`src/rtl/lut_neuron_loader.sv`:
```
// lut_neuron_loader: serially loaded truth-table neuron with registered 1-cycle lookups.
// Optional LUT_CHECKSUM_EN adds ones_count, a popcount of cfg_data[0] over the current load.
module lut_neuron_loader #(
   parameter int IN_BITS  = 6,
   parameter int OUT_BITS = 1,
   localparam int DEPTH   = 2**IN_BITS
) (
   input  logic                clk,
   input  logic                rst_n,
   input  logic                load_start,
   input  logic                cfg_valid,
   output logic                cfg_ready,
   input  logic [OUT_BITS-1:0] cfg_data,
   input  logic                cfg_last,
   input  logic                in_valid,
   output logic                in_ready,
   input  logic [IN_BITS-1:0]  in_data,
   output logic                out_valid,
   output logic [OUT_BITS-1:0] out_data,
   output logic                loaded,
   output logic                load_err
`ifdef LUT_CHECKSUM_EN
   ,
   output logic [IN_BITS:0]    ones_count
`endif
);
   typedef enum logic [1:0] {EMPTY, LOAD, RUN} state_t;
   state_t state;
   logic [IN_BITS-1:0] addr;
   logic [OUT_BITS-1:0] mem [DEPTH];
   logic cfg_acc;
   logic at_end;
   // a word arriving with load_start restarts the stream and is dropped
   assign cfg_acc = state == LOAD && cfg_valid && !load_start;
   assign at_end  = &addr;
   always_ff @(posedge clk)
      if (cfg_acc) mem[addr] <= cfg_data;
   always_ff @(posedge clk or negedge rst_n)
      if (!rst_n) begin
         state     <= EMPTY;
         addr      <= '0;
         cfg_ready <= 1'b0;
         in_ready  <= 1'b0;
         out_valid <= 1'b0;
         out_data  <= '0;
         loaded    <= 1'b0;
         load_err  <= 1'b0;
      end else begin
         out_valid <= state == RUN && in_valid;
         if (state == RUN && in_valid) out_data <= mem[in_data];
         if (load_start) begin
            state     <= LOAD;
            addr      <= '0;
            cfg_ready <= 1'b1;
            in_ready  <= 1'b0;
            loaded    <= 1'b0;
            load_err  <= 1'b0;
         end else if (cfg_acc) begin
            if (cfg_last && at_end) begin
               state     <= RUN;
               cfg_ready <= 1'b0;
               in_ready  <= 1'b1;
               loaded    <= 1'b1;
               addr      <= '0;
            end else if (cfg_last || at_end) begin
               // early last, or a full table with no last: never wrap into entry 0
               state     <= EMPTY;
               cfg_ready <= 1'b0;
               load_err  <= 1'b1;
               addr      <= '0;
            end else begin
               addr <= addr + 1'b1;
            end
         end
      end
`ifdef LUT_CHECKSUM_EN
   always_ff @(posedge clk or negedge rst_n)
      if (!rst_n) ones_count <= '0;
      else if (load_start) ones_count <= '0;
      else if (cfg_acc) ones_count <= ones_count + (IN_BITS+1)'(cfg_data[0]);
`endif
endmodule
```
`config.mk`:
```
export PLATFORM = sky130hd
export DESIGN_NAME = lut_neuron_loader
export DESIGN_NICKNAME = d
export VERILOG_FILES = /design/src/rtl/lut_neuron_loader.sv
export SDC_FILE = /design/constraint.sdc
export NUM_CORES = 1
export LEC_CHECK = 0
export CAP_MARGIN = 20
export CORE_MARGIN = 2
export CORE_UTILIZATION = 40
export DETAILED_ROUTE_END_ITERATION = 10
export HOLD_SLACK_MARGIN = 0.12
export PLACE_DENSITY = 0.57
export SLEW_MARGIN = 10
export SYNTH_ARGS = -nofsm -noshare
export SYNTH_HDL_FRONTEND = slang
export SYNTH_SLANG_ARGS = --single-unit
```
`constraint.sdc`:
```
create_clock -name clk -period 5 [get_ports clk]
set_input_delay 0.75 -clock clk [delete_from_list [all_inputs] [get_ports clk]]
set_output_delay 0.75 -clock clk [all_outputs]
set_load 0.05 [all_outputs]
```
* Word level (Yosys, flattened, before mapping)
Memories as Yosys holds them, arrays and structs flattened. A register that Yosys moved wholly into a read port is not among the register bits.
Index checks and enable logic that the tools add are counted.
** Word-level totals
- Bits in writable memories :: 64
- Word-level logic and storage cells :: 47
- Flip-flop bits (word level) :: 12
- Output and inout port bits :: 6
- Memories :: 1
** Memory list
- mem :: depth 64, bits a word 1, rd ports 1, clocked after memory_dff 1, write ports 1, line 30 : logic [OUT_BITS-1:0] mem [DEPTH];
** Operators by class
- Equal/unequal tests :: 3
- Mux-type cells :: 21
- Reductions and logical operators :: 15
- Add/subtract/negate cells :: 1
** Operator list (number)
- $mux 6 :: 4
- $mux 1 :: 13
- $mux 2 :: 4
- $add 6x1->6 const B :: 1
- $reduce_and 6->1 :: 1
- $reduce_bool 2->1 :: 3
- $logic_and 1x1->1 :: 4
- $reduce_and 2->1 :: 2
- $reduce_and 3->1 :: 1
- $reduce_bool 3->1 :: 1
- $eq 2x1->1 const B :: 1
- $eq 2x2->1 const B :: 1
- $logic_not 1->1 :: 2
- $ne 2x2->1 const B :: 1
- $logic_or 1x1->1 :: 1

* Logic depth before layout (Yosys ltp)
Gate-level depths: netlist of run 1.
- Depth after elaboration :: 6
- Mapped depth :: 7
- Gate-level depth less buffers :: 6

* Worst setup path after synthesis of run 1
No wires, ideal clock.
- Path kind :: input -> register
- Start :: input in_data[0]
- End :: register out_data (read register of mem)
- Library setup time :: 0.135 ns
- Arrival time :: 2.066 ns
- Stages on the path :: 7
- Path buffers :: 2
- Setup slack :: 2.799 ns
- Cells stage by stage :: buf_6 > buf_12 > mux4_2 > mux2i_1 > nor2_1 > a2111oi_4 > o32ai_1
** RTL lines
- start, declared :: line 17 : input logic [IN_BITS-1:0] in_data,
- end, declared :: line 19 : output logic [OUT_BITS-1:0] out_data,

==> impl_metrics.json, run 1 <==
{
  "whs_ns": 0.5062,
  "p_comb_share_pct": 6.0,
  "areaGrowthSynthToFinish_pct": 11.70,
  "top_usage_layer": "met2",
  "cellLeakagePower_nw": 1.260,
  "ioPinCount": 19,
  "drive_above_1_share_pct": 10.79,
  "reg2reg_to": "mem[57]",
  "core_area_um2": 8636,
  "fmax_mhz": 333.9,
  "r2r_start": "state[1]",
  "rsz0062_at_grt": "no",
  "die_w_um": 97.79,
  "drc": 0,
  "wl_mm": 6.708,
  "dp.cells": 371,
  "ys_seq_area_share_pct": 63.16,
  "drt_iter0_drc": 95,
  "synthArstFlopShare_pct": 15.79,
  "switchingPower_mw": 0.2767,
  "synth_flop_cell": "edfxtp_1",
  "met3_usage_pct": 2.577,
  "min_path_cells": 2,
  "holdBufCountCts": 0,
  "met1_usage_pct": 20.70,
  "floorplan.initialDensity_pct": 40.74,
  "holdCritStartpoint": "load_err",
  "path_class": "primary input to flip-flop",
  "setup_tns_ns": 0,
  "final_cells": 386,
  "routed_via_density": 5.290,
  "use_met2_pct": 24.24,
  "post_cts_resized": 0,
  "worst_ep_required_time_ns": 5.22,
  "p_sw_share_pct": 21.67,
  "fin_nets": 288,
  "synth_area_um2": 3518,
  "hp-class": "flip-flop to flip-flop",
  "clk_latency_ns": 0.34,
  "wl_per_cell_um": 17.38,
  "synth-edff-count": 64,
  "antenna_found_initial": 0,
  "hold_violations": 0,
  "io_buffers": 18,
  "clk_root_buffer_cell": "clkbuf_8",
  "syn_area_per_cell_um2": 13.48,
  "pwr-share-clk_pct": 39.8,
  "min_period_ns": 2.995,
  "irDropWorstVdd_mv": 0.1107,
  "status": "finished clean",
  "finalCritPeriodShare_pct": 59.90,
  "hpwl_mm": 4.307,
  "cp.arrival_ns": 3.21,
  "critPathMaxFanout": 14,
  "grt_first_pass_wirelength_mm": 10.94,
  "power-per-cell-area_nw_per_um2": 324.8,
  "ctsHtreeMaxLevel": 3,
  "cts.path.max_buffers": 2,
  "synthCells": 261,
  "grt_pass1_vias": 2054,
  "reg2regPathDepth": 4,
  "ys_seq_elements": 76,
  "tritoncts": "yes",
  "p_int_mw": 0.9999,
  "grt_start_max_net_pins": 65,
  "vias": 2042,
  "seq_power_share_pct": 54.2,
  "syn_nets": 275,
  "cts.sinks": 76,
  "postCtsSetupBuffers": 0,
  "numCtsBuffers": 9,
  "rows": 34,
  "slew_headroom_pct": 33.74,
  "timing_max_transition_violations_final": 0,
  "fin_skew_ns": 0.01122,
  "fp.dieH_um": 97.79,
  "synth.distinct_cells": 40,
  "hold_path_end": "load_err",
  "setup_viol": 0,
  "clk_pin_slew_ns": 0.08,
  "ys_warn_count": 0,
  "num-fill-cells": 805,
  "drtPass1Iterations": 4,
  "start_kind": "primary input",
  "cp-startpoint": "in_data[0]",
  "postRouteAntennaNets": 0,
  "cap_violations": 0,
  "grt_usage_pct": 15.15,
  "gp_congestion": 0.7767,
  "die_area_um2": 9562,
  "gr-total-overflow": 0,
  "crit_path_end_kind": "flip-flop",
  "reg2reg_slack_ns": 2.79,
  "n_antenna_cell": 0,
  "worst_pin_slew_ns": 0.9909
}
cell type report:
class / instances / area, um^2 / share of cell area [%]
clock inverter: 6 / 88.84 / 2.260
clock buffer: 9 / 123.9 / 3.152
inverter: 3 / 11.26 / 0.2865
multi-input combinational: 165 / 1161 / 29.54
timing repair buffer: 19 / 187.7 / 4.776
tap: 108 / 135.1 / 3.438
sequential: 76 / 2222 / 56.54
per-layer routing:
metal	up-vias	routed length, um
met2	32	3241
met5	-	0
met4	0	110
met3	10	290
li1	980	-
met1	1020	3066
power groups by stage:
stage / combinational, mW / clock [mW] / sequential [mW]
4_1_cts: 0.0783 / 0.520 / 0.691
5_1_grt: 0.0841 / 0.549 / 0.692
6_report: 0.0767 / 0.509 / 0.691
2_1_floorplan: 0.0485 / 0 / 0.708
3_3_place_gp: 0.0771 / 0 / 0.705
3_5_place_dp: 0.0780 / 0 / 0.706
cells by family after synthesis:
group / Yosys count / synth area share [%]
multiplexers: 25 / 13.26
adder cells (fa/ha/maj): 1 / 0.3556
XOR/XNOR: 1 / 0.2490
flip-flops: 76 / 63.16
buffers and inverters: 20 / 3.841
AO/OA/AOI/OAI: 18 / 3.628
AND/OR/NAND/NOR: 120 / 15.51
cells in the mapped netlist (4+ instances only):
library cell	n	share of area, %
nor2_1	75	8.0
edfxtp_1	64	55
dfrtp_1	12	8.5
mux4_2	12	7.7
nand2_1	11	1.2
a21oi_1	10	1.4
clkbuf_1	10	1.1
mux2i_1	8	2.3
nand3_1	8	1.1
nand3b_1	6	1.3
mux4_1	4	3.0
nor3_1	4	0.57
layout by cell type, fill, tap and decap left out, types with 8 or more instances in the layout:
cell and count:
nand2_1 11, clkbuf_8 9, nand3_1 8, a21oi_1 10
dfrtp_1 12, mux2i_1 8, edfxtp_1 64, nor2_1 75
mux4_2 12, clkdlybuf4s50_1 18
state kept, by name, summed over array words and instances, names as in the netlist:
name	count
mem	64
out_data	1
out_valid	1
loaded	1
addr	6
load_err	1
state	2
per-stage QoR:
stage | power (mW) | instance area (um^2) | setup WS, ns | util [%]
global placement | 0.7826 | 3717 | 1.633 | 43.05
global route | 1.325 | 3930 | 1.848 | 45.51
CTS | 1.290 | 3930 | 1.959 | 45.51
floorplan | 0.7566 | 3518 | 2.799 | -
finish | 1.277 | 3930 | 2.005 | 45.51
detailed placement | 0.7836 | 3717 | 1.588 | 43.05
critical path: stages:
cell,delay [ns]
clkdlybuf4s50_1,1.12
mux4_1,0.65
mux2i_1,0.15
mux2i_1,0.12
a211oi_1,0.31
o32ai_1,0.11
worst max path at each step:
stage / end / slack, ns / depth (start not counted)
3_3_place_gp: out_data / 1.63 / 6
6_report: out_data / 2.00 / 6
3_5_place_dp: out_data / 1.59 / 6
2_1_floorplan: out_data / 2.80 / 7
4_1_cts: out_data / 1.96 / 6
5_1_grt: out_data / 1.85 / 6
Note: power is estimated with default switching activity, not from simulation.
==> run 2, diff against run 1 <==
--- a/config.mk
+++ b/config.mk
@@ -10,7 +10,7 @@
 export CORE_UTILIZATION = 40
 export DETAILED_ROUTE_END_ITERATION = 10
 export HOLD_SLACK_MARGIN = 0.12
-export PLACE_DENSITY = 0.57
+export PLACE_DENSITY = 0.59
 export SLEW_MARGIN = 10
 export SYNTH_ARGS = -nofsm -noshare
 export SYNTH_HDL_FRONTEND = slang
==> constraint.sdc (replaced) <==
create_clock -name clk -period 2.4 [get_ports clk]
set_input_delay 0.36 -clock clk [delete_from_list [all_inputs] [get_ports clk]]
set_output_delay 0.36 -clock clk [all_outputs]
set_load 0.05 [all_outputs]
==> run 2 against run 1 <==
Effect of this change: worst setup slack lost 1.7 ns; highest routed layer unchanged; final cell count grew 2.3%; clock power grew 130%; utilization grew 1.1 points; register-to-register slack lost 2.4 ns; final area grew 2.5%.
==> impl_metrics.json, run 2 (synthesized netlist as in run 1, its figures left out) <==
{
  "final_cells": 395,
  "top_register": "mem",
  "hpwl_mm": 4.715,
  "cp-startpoint": "in_data[0]",
  "gp_congestion": 0.7593,
  "cts.path.max_buffers": 2,
  "areaGrowthSynthToFinish_pct": 14.51,
  "numCtsBuffers": 9,
  "ioPinCount": 19,
  "die_area_um2": 9562,
  "critPathMaxFanout": 12,
  "n_antenna_cell": 0,
  "die_w_um": 97.79,
  "timing_max_transition_violations_final": 0,
  "vias": 2152,
  "cts.sinks": 76,
  "reg2reg_to": "mem[23]",
  "start_kind": "primary input",
  "reg2regPathDepth": 4,
  "post-route-util_pct": 46.65,
  "wl_per_cell_um": 18.34,
  "status": "finished clean",
  "p_total_mw": 2.776,
  "gr-total-overflow": 0,
  "num-fill-cells": 762,
  "worst_ep_required_time_ns": 2.62,
  "worst_pin_slew_ns": 0.6290,
  "fin_nets": 296,
  "rsz0062_at_grt": "no",
  "setup_tns_ns": 0,
  "reg_top3": "mem: 64 flops, addr: 6 flops, state: 2 flops",
  "cellLeakagePower_nw": 1.317,
  "io_buffers": 18,
  "rows": 34,
  "layout_commonest_cell": "nor2_1",
  "fin_area_um2": 4029,
  "drc": 0,
  "drtPass1Iterations": 4,
  "drive_above_1_share_pct": 13.59,
  "cp.arrival_ns": 2.29,
  "hold_violations": 0,
  "irDropWorstVdd_mv": 0.2446,
  "whs_ns": 0.3997,
  "power-per-cell-area_nw_per_um2": 689.0,
  "min_period_ns": 2.070,
  "wl_mm": 7.244,
  "setup_viol": 0,
  "placed_cell_area_um2": 3790,
  "ctsHtreeMaxLevel": 3,
  "crit_path_end_kind": "flip-flop",
  "r2r_start": "state[1]",
  "cap_violations": 0,
  "grt_pass1_vias": 2233,
  "holdBufCountCts": 0,
  "antenna_found_initial": 0,
  "clk_pin_slew_ns": 0.08,
  "path_class": "primary input to flip-flop",
  "clk_latency_ns": 0.34,
  "grt_usage_pct": 15.97,
  "postCtsSetupBuffers": 0,
  "dp.cells": 379,
  "fp.dieH_um": 97.79,
  "fmax_mhz": 483.2,
  "reg2reg_slack_ns": 0.35,
  "clk_root_buffer_cell": "clkbuf_8",
  "tritoncts": "yes",
  "most-common-layout-cells": "nor2_1, edfxtp_1, clkdlybuf4s50_1",
  "slew_headroom_pct": 57.94,
  "hp-class": "primary input to async pin",
  "routed_via_density": 5.448,
  "grt_start_max_net_pins": 65,
  "post-place-ws_ns": -0.06953,
  "grt_first_pass_wirelength_mm": 11.48,
  "post_cts_resized": 0,
  "core_area_um2": 8636,
  "worst_slack_ns": 0.3304,
  "finalCritPeriodShare_pct": 86.23,
  "drt_iter0_drc": 138,
  "fin_skew_ns": 0.007711,
  "largest_reg_flops": 64,
  "floorplan.initialDensity_pct": 40.74,
  "postRouteAntennaNets": 0
}
run 2: layout make-up:
| class | count | area [um^2] | share of cell area, % |
|---|---|---|---|
| Clock inverter | 7 | 115.1 | 2.857 |
| Tap cell | 108 | 135.1 | 3.354 |
| Timing Repair Buffer | 27 | 260.3 | 6.460 |
| Sequential cell | 76 | 2222 | 55.16 |
| Multi-Input combinational cell | 165 | 1161 | 28.82 |
| Clock buffer | 9 | 123.9 | 3.075 |
| Inverter | 3 | 11.26 | 0.2795 |
run 2: report_power, final:
part           internal [mW]  switching (mW)
Sequential              1.43         0.00573
Combinational         0.0768          0.0995
Clock                  0.687           0.473
run 2: how the worst max path moves through the flow:
stage	end	depth (start not counted)
floorplan	mem[56]	5
global placement	out_data	7
CTS	out_data	7
finish	out_data	7
detailed placement	out_data	7
global route	mem[23]	4
run 2: layer usage:
| metal | global-route usage, % | up-vias | share of wire (%) |
|---|---|---|---|
| li1 | - | 997 | - |
| met1 | 19.94 | 1088 | 43 |
| met2 | 26.21 | 50 | 50 |
| met3 | 3.579 | 17 | 3.9 |
| met4 | 8.333 | 0 | 3.1 |
| met5 | 0 | - | 0 |
run 2: critical path: stages:
cell and delay [ns]:
clkdlybuf4s50_1 0.51, buf_12 0.17, mux4_1 0.58, mux2i_1 0.16
mux2i_1 0.10, a211oi_1 0.29, o32ai_1 0.11
